`src/rtl/bus_pkg.sv`:
```
// Shared main-bus definitions for the cache-side bus master: command encodings,
// line geometry and the master FSM state type.
package bus_pkg;

  localparam logic BUS_CMD_READ  = 1'b1;
  localparam logic BUS_CMD_WRITE = 1'b0;

  localparam int unsigned LINE_BYTES = 16;
  localparam int unsigned BEATS      = 4;

  typedef logic [BEATS*32-1:0] line_t;

  typedef enum logic [2:0] {
    ST_IDLE,
    ST_RCMD,
    ST_RDATA,
    ST_WRITE,
    ST_DONE
  } cbm_state_t;

endpackage

```
`src/rtl/cache_bus_master.sv`:
```
// Cache-side main-bus initiator: one line refill/writeback per request as a command
// plus a BEATS-beat burst. Define CBM_TIMEOUT_EN to enable the transaction watchdog.
module cache_bus_master #(
  parameter int unsigned BEATS       = bus_pkg::BEATS,
  parameter int unsigned TIMEOUT_CYC = 1024
) (
  input  logic                  clk_core,
  input  logic                  reset_n,
  input  logic                  req_valid,
  output logic                  req_ready,
  input  logic                  req_write,
  input  logic [23:0]           req_addr,
  input  logic [BEATS*32-1:0]   req_wline,
  input  logic [BEATS*4-1:0]    req_wmask,
  output logic                  resp_valid,
  output logic                  resp_error,
  output logic [BEATS*32-1:0]   resp_rline,
  output logic                  cbm_cvalid,
  input  logic                  bus_cready,
  output logic                  cbm_cmd,
  output logic [25:0]           cbm_addr,
  output logic                  cbm_wvalid,
  input  logic                  bus_wready,
  output logic                  cbm_wlast,
  output logic [31:0]           cbm_wdata,
  output logic [3:0]            cbm_wmask,
  input  logic                  bus_rvalid,
  output logic                  cbm_rready,
  input  logic                  bus_rlast,
  input  logic [31:0]           bus_rdata,
  input  logic                  bus_error
);
  import bus_pkg::*;

  localparam int unsigned BW = $clog2(BEATS);
  localparam logic [BW-1:0] LAST_BEAT = BW'(BEATS - 1);

  if ((BEATS < 2) || ((BEATS & (BEATS - 1)) != 0) || (TIMEOUT_CYC == 0)) begin : g_param_check
    $error("cache_bus_master: BEATS must be a power of two >= 2 and TIMEOUT_CYC nonzero");
  end

  cbm_state_t            state_q, state_d;
  logic [23:0]           addr_q, addr_d;
  logic [BEATS*32-1:0]   wline_q, wline_d;
  logic [BEATS*4-1:0]    wmask_q, wmask_d;
  logic [BEATS*32-1:0]   rline_q, rline_d;
  logic [BW-1:0]         beat_cnt_q, beat_cnt_d;
  logic                  cmd_done_q, cmd_done_d;
  logic                  data_done_q, data_done_d;
  logic                  err_q, err_d;

  logic req_hs, cmd_hs, wr_hs, rd_hs;

`ifdef CBM_TIMEOUT_EN
  localparam int unsigned WDW = $clog2(TIMEOUT_CYC + 1);
  logic [WDW-1:0] wdog_q, wdog_d;
`endif

  assign req_hs = req_valid & req_ready;
  assign cmd_hs = cbm_cvalid & bus_cready;
  assign wr_hs  = cbm_wvalid & bus_wready;
  assign rd_hs  = cbm_rready & bus_rvalid;

  always_ff @(posedge clk_core or negedge reset_n) begin
    if (!reset_n) state_q <= ST_IDLE;
    else          state_q <= state_d;
  end

  always_ff @(posedge clk_core or negedge reset_n) begin
    if (!reset_n) begin
      addr_q      <= '0;
      wline_q     <= '0;
      wmask_q     <= '0;
      rline_q     <= '0;
      beat_cnt_q  <= '0;
      cmd_done_q  <= 1'b0;
      data_done_q <= 1'b0;
      err_q       <= 1'b0;
    end else begin
      addr_q      <= addr_d;
      wline_q     <= wline_d;
      wmask_q     <= wmask_d;
      rline_q     <= rline_d;
      beat_cnt_q  <= beat_cnt_d;
      cmd_done_q  <= cmd_done_d;
      data_done_q <= data_done_d;
      err_q       <= err_d;
    end
  end

`ifdef CBM_TIMEOUT_EN
  always_ff @(posedge clk_core or negedge reset_n) begin
    if (!reset_n) wdog_q <= '0;
    else          wdog_q <= wdog_d;
  end
`endif

  always_comb begin
    state_d     = state_q;
    addr_d      = addr_q;
    wline_d     = wline_q;
    wmask_d     = wmask_q;
    rline_d     = rline_q;
    beat_cnt_d  = beat_cnt_q;
    cmd_done_d  = cmd_done_q;
    data_done_d = data_done_q;
    err_d       = err_q | ((state_q != ST_IDLE) & bus_error);

    unique case (state_q)
      ST_IDLE: begin
        if (req_hs) begin
          addr_d  = req_addr;
          wline_d = req_wline;
          wmask_d = req_wmask;
          state_d = req_write ? ST_WRITE : ST_RCMD;
        end
      end
      ST_RCMD: begin
        if (cmd_hs) state_d = ST_RDATA;
      end
      ST_RDATA: begin
        if (rd_hs) begin
          rline_d[{beat_cnt_q, 5'b0} +: 32] = bus_rdata;
          beat_cnt_d = beat_cnt_q + 1'b1;
          // rlast must coincide exactly with the final beat; either mismatch is an error
          if (bus_rlast != (beat_cnt_q == LAST_BEAT)) err_d = 1'b1;
          if (bus_rlast || (beat_cnt_q == LAST_BEAT)) state_d = ST_DONE;
        end
      end
      ST_WRITE: begin
        if (cmd_hs) cmd_done_d = 1'b1;
        if (wr_hs) begin
          beat_cnt_d = beat_cnt_q + 1'b1;
          if (beat_cnt_q == LAST_BEAT) data_done_d = 1'b1;
        end
        if (cmd_done_d && data_done_d) state_d = ST_DONE;
      end
      ST_DONE: begin
        state_d     = ST_IDLE;
        beat_cnt_d  = '0;
        cmd_done_d  = 1'b0;
        data_done_d = 1'b0;
        err_d       = 1'b0;
      end
      default: state_d = ST_IDLE;
    endcase

`ifdef CBM_TIMEOUT_EN
    wdog_d = '0;
    if (state_q inside {ST_RCMD, ST_RDATA, ST_WRITE}) begin
      if (cmd_hs || wr_hs || rd_hs) begin
        wdog_d = '0;
      end else if (wdog_q == WDW'(TIMEOUT_CYC - 1)) begin
        state_d = ST_DONE;
        err_d   = 1'b1;
      end else begin
        wdog_d = wdog_q + 1'b1;
      end
    end
`endif
  end

  always_comb begin
    req_ready  = (state_q == ST_IDLE);
    cbm_cvalid = (state_q == ST_RCMD) | ((state_q == ST_WRITE) & ~cmd_done_q);
    cbm_cmd    = (state_q == ST_RCMD) ? BUS_CMD_READ : BUS_CMD_WRITE;
    cbm_addr   = '0;
    if ((state_q == ST_RCMD) || ((state_q == ST_WRITE) && !cmd_done_q)) cbm_addr = {addr_q, 2'b00};
    cbm_wvalid = (state_q == ST_WRITE) & ~data_done_q;
    cbm_wlast  = '0;
    cbm_wdata  = '0;
    cbm_wmask  = '0;
    if ((state_q == ST_WRITE) && !data_done_q) begin
      cbm_wlast = (beat_cnt_q == LAST_BEAT);
      cbm_wdata = wline_q[{beat_cnt_q, 5'b0} +: 32];
      cbm_wmask = wmask_q[{beat_cnt_q, 2'b0} +: 4];
    end
    cbm_rready = (state_q == ST_RDATA);
    resp_valid = (state_q == ST_DONE);
    resp_error = (state_q == ST_DONE) & err_q;
  end

  assign resp_rline = rline_q;

endmodule
```
`config.mk`:
```
export PLATFORM = sky130hd
export DESIGN_NAME = cache_bus_master
export DESIGN_NICKNAME = d
export VERILOG_FILES = /design/src/rtl/bus_pkg.sv /design/src/rtl/cache_bus_master.sv
export SDC_FILE = /design/constraint.sdc
export NUM_CORES = 1
export LEC_CHECK = 0
export CAP_MARGIN = 20
export CORE_UTILIZATION = 48
export DETAILED_ROUTE_END_ITERATION = 10
export HOLD_SLACK_MARGIN = 0.08
export PLACE_DENSITY = 0.81
export SYNTH_ARGS = -nofsm -noshare
export SYNTH_HDL_FRONTEND = slang
export SYNTH_SLANG_ARGS = --single-unit
```
`constraint.sdc`:
```
create_clock -name clk_core -period 3.14 [get_ports clk_core]
set_clock_uncertainty 0.15 [all_clocks]
set_input_delay 0.628 -clock clk_core [delete_from_list [all_inputs] [get_ports clk_core]]
set_output_delay 0.628 -clock clk_core [all_outputs]
set_load 0.01 [all_outputs]
```
==> summary.md <==
| Metric | Value |
|---|---|
| Initial detailed-routing violation count | 971 |
| Setup TNS Final | 0 ns |
| Fill cells | 1980 |
| Max VDD drop | 0.635 mV |
| GP Congestion | 0.848 |
| Num CTS Buffers | 31 |
| Syn avg cell area | 12.3 sq um |
| DR vias | 10700 |
| Global-route wire length before repair | 61.3 mm |
| Count of final setup violators | 0 |
| Area leader, netlist | dfrtp_1 |
| Synth top area share | 55.9% |
| CP Capture Type | output pin |
| Leakage | 0.00846 uW |
| Top cells by area, synth | dfrtp_1 56%, mux2_1 8.3%, mux4_2 6.0% |
| Drt pass-1 iters | 6 |
| Total core area | 27900 sq um |
| CTS tree | done |
| Count of cell types in the netlist | 41 |
| Leading cell type in the layout, fill and taps excluded | clkdlybuf4s50_1 |
| Worst Path Arrival | 2.31 ns |
| Data required, critical path | 2.36 ns |
| CTS Sinks | 304 |
| Post-DP HPWL | 27.7 mm |
| Status | complete, no violations |
| CTS Buffer Depth | 3 |
| Post-synthesis sequential area ratio | 55.9% |
| Critical path's slowest cell | mux4_2 |
| Period utilization | 98.4% |
| Final wirelength | 39.8 mm |
| Antenna Violating Nets Remaining | 0 |
| Mapped Cells | 1109 |
| Area grow syn2layout | 41.4% |
| Max-slew headroom | 59.0% |
| Die width | 170 um |
| Total GRT Usage | 27.5% |
| DR DRC count | 0 |
| Initial antenna violation count | 1 |
| Most frequent cells in the layout | 343 x clkdlybuf4s50_1, 301 x dfrtp_1, 134 x inv_1, 128 x nand4_1, 100 x mux2_1 |
| Root Driver | clkbuf_16 |
| # placed instances | 1840 |
| Ys flop type | dfrtp_1 |
| Max Clk Rate | 0.323 GHz |
| Power per cell area | 959 nW/um^2 |
| Final hold violation count | 0 |
| H-tree levels | 1 |
| Die Y-Extent | 170 um |
| Final min period | 3.09 ns |
| Largest net degree at the start of global routing | 73 |
| Hold WC Path Type | flip-flop to flip-flop |
| Clk slew on worst S/H paths | 0.06 ns |
| Worst slew pin tran | 0.615 ns |
| Post-synthesis async set-or-reset flop share | 100% |
| Worst-path cell chain | buf_6 > buf_12 > mux4_2 > and2_1 > dlygate4sd2_1 |
| Die Area | 29000 sq um |
| Wirelength per Cell | 20.8 um |
| Crit path buf inv count | 3 |
| Max-cap violations | 0 |
| Yosys reg bits | 304 |
| Mapped Area | 13600 sq um |
| Crit-path max cell delay | 0.52 ns |
| Proportion of layout cells with a drive suffix above 1 | 15.0% |
| Class of the most critical setup path | flip-flop to output pin |
| Warnings, synthesis | 0 |
| Site row count | 61 |
| Worst path top cell family by delay | buffers and inverters |
| Clock latency at the later pin of the worst-skew pair | 0.56 ns |
| Nets | 1730 |
| Initial Util | 48.9% |
| Unrepaired setup endpoints after global routing | true |
| Crit-path max FO | 14 |
| Critical Path Start Type | flip-flop |
| Via density | 5.57 |
| EDFF count, synth | 0 |
| Util after Layout | 69.1% |
| Max Slew Vio Count | 0 |
| Number of port buffers | 404 |
| Num ports | 407 |
| Fin cells | 1915 |
| Total grt overflow | 0 |
| Vias in the first global route | 10900 |
## through the flow
stage	hold slack (ns)	instance area, sq um	total power [uW]	setup slack (ns)
finish	0.329	19200	18400	0.0487
global route	0.344	19200	19500	-0.0261
CTS	0.331	19100	18400	-0.113
detailed placement	0.318	18100	14700	0.176
global placement	0.309	18100	14400	0.206
floorplan	0.182	13600	11100	0.718
## worst paths after layout
kind	from	endpoint	slack [ns]	cells past startpoint
hold reg to reg	addr_q[14]	addr_q[14]	0.33	1
hold / removal	addr_q[14]	addr_q[14]	0.33	1
setup reg to reg	beat_cnt_q[0]	resp_rline[23]	0.65	8
max in group asynchronous	reset_n	addr_q[23]	1.47	4
min in group asynchronous	reset_n	resp_rline[98]	0.51	2
setup / recovery	beat_cnt_q[0]	cbm_wdata[7]	0.05	5
## cells in the mapped netlist (2+ instances only)
cell,instances
and3b_1,2
and4bb_2,2
nor3b_2,3
dfrtp_1,304
inv_1,134
mux2_1,100
or3_1,2
and2_1,62
o21ai_1,74
mux2_2,70
nor2_1,5
ha_1,7
clkbuf_1,23
o21ai_0,59
buf_2,34
a31oi_1,3
nor2b_1,2
mux4_2,36
nand2_1,2
and2_4,4
buf_4,22
buf_1,8
clkbuf_2,3
buf_6,4
nand4_1,128
## cell type report
cell class	count	area (sq um)	area share, %
flip-flops and latches	304	7610	39.6
multi-input cells	578	5030	26.1
repair buffers	465	4640	24.1
clock buffers	51	951	4.94
inverters	134	503	2.61
well taps	378	473	2.46
clock inverters	4	23.8	0.124
diodes	1	2.50	0.0130
## logic make-up (layout without fill, tap and decap cells)
family | after synthesis | count (layout) | share of synthesized area [%]
fa+ha+maj | 7 | 7 | 0.644
flops | 304 | 304 | 55.9
mux | 207 | 207 | 20.1
simple gates | 221 | 221 | 10.6
buf+inv | 228 | 654 | 7.46
other cells | 1 | 3 | 0.0276
compound gates | 141 | 141 | 5.32
## where the power goes
group	leakage, uW	total (uW)	switching [uW]	internal [uW]
registers	0.00356	7000	1130	5870
clock network	0.000482	3540	1500	2040
logic	0.00442	7900	3530	4370
## flip-flops by register name, indices dropped and copies added, names as in the netlist
| signal | flops |
|---|---|
| cmd_done_q | 1 |
| data_done_q | 1 |
| resp_rline | 128 |
| wmask_q | 16 |
| state_q | 3 |
| err_q | 1 |
| wline_q | 128 |
| beat_cnt_q | 2 |
| addr_q | 24 |
## routing by layer
| metal | GRT usage, % | wire length [um] | vias up |
|---|---|---|---|
| met5 | 0 | 0 | - |
| met4 | 10.5 | 1490 | 0 |
| met3 | 7.88 | 3980 | 90 |
| met2 | 45.8 | 19500 | 561 |
| met1 | 33.7 | 14800 | 5322 |
| li1 | - | - | 4696 |
## what timing repair did
item                                    CTS  global route
endpoints found under the setup margin   61            18
endpoints found under the hold margin    62             0
gates resized for setup                  59            24
gates cloned                              2             0
hold buffers                              1             0
buffers inserted                          9             7
Note: power is estimated with default switching activity, not from simulation.
